$ cat config.mk
export PLATFORM = sky130hd
export DESIGN_NAME = io_to_axi
export DESIGN_NICKNAME = d
export VERILOG_FILES = /design/src/rtl/io_to_axi.sv
export SDC_FILE = /design/constraint.sdc
export NUM_CORES = 1
export LEC_CHECK = 0
export CORE_MARGIN = 2
export CORE_UTILIZATION = 39
export CTS_CLUSTER_SIZE = 12
export DETAILED_ROUTE_END_ITERATION = 16
export GPL_TIMING_DRIVEN = 0
export PLACE_DENSITY = 0.8
export SYNTH_ARGS = -nofsm -noshare
export SYNTH_HDL_FRONTEND = slang
export SYNTH_SLANG_ARGS = --single-unit
export TNS_END_PERCENT = 100
$ cat constraint.sdc
create_clock -name clk -period 2.9 [get_ports clk]
set_clock_uncertainty 0.2 [all_clocks]
set_input_delay 0.58 -clock clk [delete_from_list [all_inputs] [get_ports clk]]
set_output_delay 0.58 -clock clk [all_outputs]
set_load 0.02 [all_outputs]
$ cat src/rtl/io_to_axi.sv
// Bridges MicroBlaze-style IO bus requests onto the simplified AXI master interface.
// One IO request becomes one AXI write or read. A per-phase timeout aborts requests to unmapped addresses.
module io_to_axi #(
  parameter int unsigned TIMEOUT_CYCLES = 255,
  parameter logic [31:0] ERR_RDATA      = 32'hFFFF_FFFF
) (
  input  logic        clk,
  input  logic        rst_n,
  input  logic        io_addr_strobe,
  input  logic        io_read_strobe,
  input  logic        io_write_strobe,
  input  logic [31:0] io_addr,
  input  logic [3:0]  io_byte_enable,
  input  logic [31:0] io_write_data,
  output logic [31:0] io_read_data,
  output logic        io_ready,
  output logic        wvalid,
  input  logic        wready,
  output logic [31:0] awaddr,
  output logic [31:0] wdata,
  output logic [3:0]  wstrb,
  input  logic        bvalid,
  output logic        arvalid,
  input  logic        arready,
  output logic [31:0] araddr,
  input  logic        rvalid,
  input  logic [31:0] rdata,
  input  logic        err_clr,
  output logic        timeout_err,
  output logic        overrun_err
);

  // Handshakes: a request transfers on any cycle where valid && ready. The
  // valids are decoded from the state register, so they hold until accepted
  // and drop asynchronously with rst_n. bvalid/rvalid are one-cycle pulses
  // and are only looked at in WRESP/RRESP.

  typedef enum logic [2:0] {
    S_IDLE  = 3'd0,
    S_WREQ  = 3'd1,
    S_WRESP = 3'd2,
    S_RREQ  = 3'd3,
    S_RRESP = 3'd4,
    S_DONE  = 3'd5
  } state_t;

  localparam bit          LP_TO_EN    = (TIMEOUT_CYCLES != 0);
  localparam logic [15:0] LP_CNT_LAST = 16'(TIMEOUT_CYCLES - 1);

  state_t      r_state;
  state_t      w_next;
  logic [15:0] r_cnt;
  logic [31:0] r_awaddr;
  logic [31:0] r_wdata;
  logic [3:0]  r_wstrb;
  logic [31:0] r_araddr;
  logic [31:0] r_rdata;
  logic        r_timeout_err;
  logic        r_overrun_err;

  logic w_to_hit;
  logic w_abort;
  logic w_cap_rdata;
  logic w_latch_w;
  logic w_latch_r;
  logic w_next_phase;
  logic w_in_phase;
  logic w_overrun;

  assign w_to_hit   = LP_TO_EN && (r_cnt == LP_CNT_LAST);
  assign w_in_phase = (r_state == S_WREQ) || (r_state == S_WRESP) ||
                      (r_state == S_RREQ) || (r_state == S_RRESP);
  assign w_next_phase = (w_next == S_WREQ) || (w_next == S_WRESP) ||
                        (w_next == S_RREQ) || (w_next == S_RRESP);
  assign w_overrun  = io_addr_strobe && (r_state != S_IDLE);

  // Completion is tested before the timeout so it wins in the same cycle.
  always_comb begin
    w_next      = r_state;
    w_abort     = 1'b0;
    w_cap_rdata = 1'b0;
    w_latch_w   = 1'b0;
    w_latch_r   = 1'b0;
    case (r_state)
      S_IDLE: begin
        if (io_addr_strobe && io_write_strobe) begin
          w_latch_w = 1'b1;
          w_next    = S_WREQ;
        end else if (io_addr_strobe && io_read_strobe) begin
          w_latch_r = 1'b1;
          w_next    = S_RREQ;
        end
      end
      S_WREQ: begin
        if (wready) begin
          w_next = S_WRESP;
        end else if (w_to_hit) begin
          w_abort = 1'b1;
          w_next  = S_DONE;
        end
      end
      S_WRESP: begin
        if (bvalid) begin
          w_next = S_DONE;
        end else if (w_to_hit) begin
          w_abort = 1'b1;
          w_next  = S_DONE;
        end
      end
      S_RREQ: begin
        if (arready) begin
          w_next = S_RRESP;
        end else if (w_to_hit) begin
          w_abort = 1'b1;
          w_next  = S_DONE;
        end
      end
      S_RRESP: begin
        if (rvalid) begin
          w_cap_rdata = 1'b1;
          w_next      = S_DONE;
        end else if (w_to_hit) begin
          w_abort = 1'b1;
          w_next  = S_DONE;
        end
      end
      S_DONE:  w_next = S_IDLE;
      default: w_next = S_IDLE;
    endcase
  end

  always_ff @(posedge clk or negedge rst_n) begin
    if (!rst_n) begin
      r_state <= S_IDLE;
    end else begin
      r_state <= w_next;
    end
  end

  // Phase counter restarts on every entry into a request/response phase.
  always_ff @(posedge clk or negedge rst_n) begin
    if (!rst_n) begin
      r_cnt <= '0;
    end else if (w_next_phase && (w_next != r_state)) begin
      r_cnt <= '0;
    end else if (w_in_phase) begin
      r_cnt <= r_cnt + 16'd1;
    end
  end

  always_ff @(posedge clk or negedge rst_n) begin
    if (!rst_n) begin
      r_awaddr <= '0;
      r_wdata  <= '0;
      r_wstrb  <= '0;
      r_araddr <= '0;
      r_rdata  <= '0;
    end else begin
      if (w_latch_w) begin
        r_awaddr <= io_addr;
        r_wdata  <= io_write_data;
        r_wstrb  <= io_byte_enable;
      end
      if (w_latch_r) begin
        r_araddr <= io_addr;
      end
      if (w_cap_rdata) begin
        r_rdata <= rdata;
      end else if (w_abort && ((r_state == S_RREQ) || (r_state == S_RRESP))) begin
        r_rdata <= ERR_RDATA;
      end
    end
  end

  // Sticky flags: a new set event beats err_clr in the same cycle.
  always_ff @(posedge clk or negedge rst_n) begin
    if (!rst_n) begin
      r_timeout_err <= 1'b0;
      r_overrun_err <= 1'b0;
    end else begin
      if (w_abort) begin
        r_timeout_err <= 1'b1;
      end else if (err_clr) begin
        r_timeout_err <= 1'b0;
      end
      if (w_overrun) begin
        r_overrun_err <= 1'b1;
      end else if (err_clr) begin
        r_overrun_err <= 1'b0;
      end
    end
  end

  assign wvalid       = (r_state == S_WREQ);
  assign arvalid      = (r_state == S_RREQ);
  assign io_ready     = (r_state == S_DONE);
  assign awaddr       = r_awaddr;
  assign wdata        = r_wdata;
  assign wstrb        = r_wstrb;
  assign araddr       = r_araddr;
  assign io_read_data = r_rdata;
  assign timeout_err  = r_timeout_err;
  assign overrun_err  = r_overrun_err;

endmodule

Word-level counts from Yosys, hierarchy flattened
Cells that the tools add are included.

Flip-flop bits (word level): 153. Bits in latches: 0. Memory bits (writable): 0. ROM bits: 0. Bits of input ports: 110. Output and inout bits: 137. Logic and storage cells: 67. Memories: 0.

$add $sub $neg: 1. $mul: 0. Div/mod/pow operators: 0. Order comparisons: 0. Eq/ne operators: 11. Shift-type cells: 0. Multiplexer cells: 28. Bitwise operators: 0. Reduce and logical (&&, ||, !) cells: 18.

Operator list (number): $mux 32 (2); $mux 16 (2); $mux 3 (7); $add 16x1->16 const B (1); $eq 16x8->1 const B (1); $mux 1 (15); $pmux 3 s5 (1); $eq 3x2->1 const B (4); $eq 3x3->1 const B (3); $reduce_bool 2->1 (4); $logic_or 1x1->1 (7); $eq 3x1->1 const B (2); $logic_and 1x1->1 (5); $pmux 1 s4 (1); $logic_not 3->1 (1); $ne 3x3->1 (1); $reduce_bool 3->1 (1).

Longest topological paths before layout
Depth after elaboration: 10. Depth in mapped cells: 10. Gate-level depth less buffers: 8.

Worst setup path after synthesis
OpenSTA, ideal clock, no wires.

Path type: register to register. From: reg r_cnt[12]. To: reg r_cnt[14]. Setup time: 119 ps. Arrival time: 2566 ps. Setup slack: 15 ps. Stages on the path, launching flop included: 9. Buffers on the path: 2. Clock period less this slack: 2885 ps. Path through: dfrtp_1 or4_1 or4_1 buf_2 o31ai_4 and3b_1 a211oi_4 buf_6 nor2_1.

Word-level cells in the longest chain between the ends: 10.

Ends and longest elaborated chain: start, declared (line 52) `logic [15:0] r_cnt;`; start signal, assigned (line 147) `r_cnt <= r_cnt + 16'd1;`; $eq 16x8->1 (*) (line 70) `assign w_to_hit = LP_TO_EN && (r_cnt == LP_CNT_LAST);`; $mux 3 (*); $mux 3 (on tied branches); $pmux 3 s5 (*) (line 84) `case (r_state)`; named net w_next[2] (line 51) `state_t w_next;`; $eq 3x1->1 / $eq 3x2->1 (equally long branches) (line 73) `assign w_next_phase = (w_next == S_WREQ) || (w_next == S_WRESP) ||`; $logic_or 1x1->1 (2 in series) (line 73); $logic_or 1x1->1 (line 74) `(w_next == S_RREQ) || (w_next == S_RRESP);`; $logic_and 1x1->1 (*) (line 144) `end else if (w_next_phase && (w_next != r_state)) begin`; $mux 16 / $reduce_bool 2->1 (equally long branches).

Mark *: on every way through the listed nets, which the timed path passes. The rest lies on a longest branch. The select of a mux whose other input is x is not followed. A chain may end at the register's enable or synchronous reset.

Final worst setup path
From: reg r_cnt[9]. To: reg r_cnt[7].

Same word-level chain as after synthesis.

==> summary.md <==
| Metric | Value |
|---|---|
| I/O Buffers | `246` |
| Vias post-DR | `4,599` |
| Die area | `16,700 um^2` |
| Yosys reg bits | `153` |
| Rows | `45` |
| Layout cell share with drive strength beyond 1 | `24.1%` |
| Ys flop type | `dfrtp_1` |
| Required @ worst endpoint | `3.00 ns` |
| EDFF count, synth | `0` |
| RR Startpoint | `r_cnt[9]` |
| WL/cell | `17.4 um` |
| Nets | `820` |
| Setup_tns | `0 ns` |
| CTS buffer count | `17` |
| Reg-to-reg endpoint | `r_cnt[7]` |
| Max transition margin | `51.4%` |
| Top-area cell type share of the netlist area | `62.8%` |
| R2r setup slk | `0.04 ns` |
| PD cells | `1180 nW/um^2` |
| Syn_area_per_cell | `14.1 um^2` |
| Critical Path AT | `2.96 ns` |
| Netlist Area Pre-Place | `6100 um^2` |
| Post-synth top cells | `dfrtp_1 (153), mux2_2 (100), o22a_1 (32)` |
| CP max stage cell | `or4_4` |
| Max Freq | `350 MHz` |
| Routed Antenna Nets | `0` |
| Sequential-to-total area share from yosys stat | `62.8%` |
| Global route overflow | `0` |
| Synth unique cells | `43` |
| Number of global-route vias before repair | `5,100` |
| Dpl hpwl | `12.1 mm` |
| Tmin final | `2.86 ns` |
| Synth Net Count | `545` |
| Die width | `129 um` |
| RSZ-0062 raised after global routing | `yes` |
| Async SR Flop Fraction | `100%` |
| Syn. warnings | `0` |
| Worst path cell trace | `or3_4, or4_4, o31ai_4, and3b_2, a211oi_4, buf_6, nor2_1` |
| Clock root buffer master | `clkbuf_16` |
| Area Overhead vs Synth | `57.5%` |
| Wirelength, routed | `16.2 mm` |
| Placer Congestion | `0.880` |
| Worst skew pair latency | `0.42 ns` |
| Clock Tree Buf Depth | `2` |
| Slew @ Worst Pin | `0.729 ns` |
| Buf+Inv Stages, Crit Path | `1` |
| Post-synthesis cell count | `433` |
| Worst Setup End Kind | `flip-flop` |
| Largest net degree at the start of global routing | `78` |
| Crit Path Class | `reg2reg` |
| First-pass GRT wire length | `25.5 mm` |
| Tcrit/Tclk final | `98.5%` |
| Die height | `129 um` |
| Vias/cell | `4.93` |
| Ports | `247` |
| Cell taking the most area after synthesis | `dfrtp_1` |
| Most area-consuming cells after synthesis | `dfrtp_1 (63%), mux2_2 (18%), o22a_1 (4.6%)` |
| Dpl cell area | `8850 um^2` |
| Register-to-Register Path Depth | `7` |
| Worst vdd ir | `681 uV` |
| Final setup vio count | `0` |
| Initial core utilization | `40.0%` |
| CP Max Fanout | `5` |
| Fin area | `9600 um^2` |
| Max cap viols | `0` |
| Critical Path Start Type | `flip-flop` |
| Endpoints failing hold | `1` |
| LEAKAGE | `3.96 nW` |
| Clock transition at the registers of the reported paths | `0.07 ns` |
| Largest delay share family, worst path | `simple AND/OR/NAND/NOR gates` |
| Overall Global Routing Usage | `19.8%` |
| CTS tree | `done` |
| DRC | `0` |
| Htree depth | `4` |
| Hold buffer count at CTS | `0` |
| Fill cells | `1,147` |
| Count leader, synth | `dfrtp_1` |
| Minimum hold slack | `-0.000665 ns` |
| First-pass DRT Iterations | `4` |
| Initial antenna violation count | `1` |
| Max incr delay on CP | `0.59 ns` |
| Status | `complete, but fails checks` |
| Worst hold path type | `in2async` |
| Core footprint | `15,300 um^2` |
| Failing checks | `hold timing` |
| Pins Over Slew Limit | `0` |
| Drt first-iter violations | `153` |
| Clock Sinks | `153` |
-- per-layer routing --
metal / vias to the layer above / global-route usage [%] / part of all wire, %
li1: 2101 / - / -
met1: 2282 / 21.4 / 37
met2: 187 / 35.4 / 52
met3: 29 / 6.98 / 8.5
met4: 0 / 8.06 / 2.3
met5: - / 0 / 0
-- timing repair --
action	CTS	global route
pin swaps	3	6
endpoints found under the setup margin	98	50
hold endpoints to repair	0	0
buffers inserted	4	6
resized for setup	17	16
cloned	1	0
-- sequential cells by signal, summed over array words and instances, names as in the netlist --
register and cells:
wstrb 4, r_cnt 16, timeout_err 1, overrun_err 1, r_state 3, wdata 32
io_read_data 32, araddr 32, awaddr 32
-- metrics by stage --
stage	worst slack [ns]	power [W]	hold WS [ns]	utilization [%]	instances
after floorplan	0.0151	0.00638	0.0844	-	433
after global placement	-4.74	0.00884	0.268	57.8	890
after detailed placement	-0.488	0.00903	0.277	58.0	891
after CTS	0.0264	0.0114	0.0162	62.4	928
after global routing	-0.0271	0.0120	0.0512	62.9	933
final	0.0425	0.0114	-0.000665	62.9	933
-- layout by cell type, fill, tap and decap left out, types with 3 or more instances in the layout --
cell type and count:
clkdlybuf4s50_1 243, dfrtp_1 153, mux2_2 100, o22a_1 32
clkbuf_16 17, nor2_1 15, nand2_1 15, clkbuf_1 11
xor2_1 10, buf_4 9, a21oi_1 8, inv_1 6
nor2_2 6, clkbuf_2 5, nor2b_1 5, nand4_1 5
xnor2_1 5, o21ai_0 4, buf_1 4, buf_6 4
and2_1 3, nand3_1 3, buf_2 3, bufinv_16 3
clkinv_4 3, inv_6 3
-- power by group --
group	switching, W	internal, W
Combinational	0.00261	0.00283
Sequential	0.000556	0.00312
Clock	0.000891	0.00136
Total	0.00406	0.00732
-- layout make-up --
type	count	area [um^2]	share of cell area (%)
multi-input cells	250	2200	23.0
repair buffers	258	2580	26.9
inverters	6	22.5	0.235
diodes	1	2.50	0.0261
plain buffers	22	100	1.04
flip-flops and latches	153	3830	39.9
clock inverters	13	168	1.75
clock buffers	19	433	4.51
well taps	211	264	2.75
-- worst max path at each step --
stage                    from         end  cells past startpoint
5_1_grt             r_cnt[12]    r_cnt[1]                      7
6_report             r_cnt[9]    r_cnt[7]                      7
3_5_place_dp   io_addr_strobe    wdata[9]                      6
4_1_cts            r_state[1]     arvalid                      4
3_3_place_gp            rst_n  araddr[20]                      1
2_1_floorplan       r_cnt[12]   r_cnt[14]                      8
-- cells by family (layout without fill, tap and decap cells) --
family	Yosys count	after routing	share of synthesized area, %
and+or+nand+nor	76	76	6.53
muxes	100	100	18.5
DFF	153	153	62.8
AOI/OAI and AO/OA	57	57	7.65
buffers and inverters	30	318	1.99
adders and majority gates	2	2	0.410
other	0	1	0
xor gates and xnor gates	15	15	2.15
(Power assumes the default switching activity.)
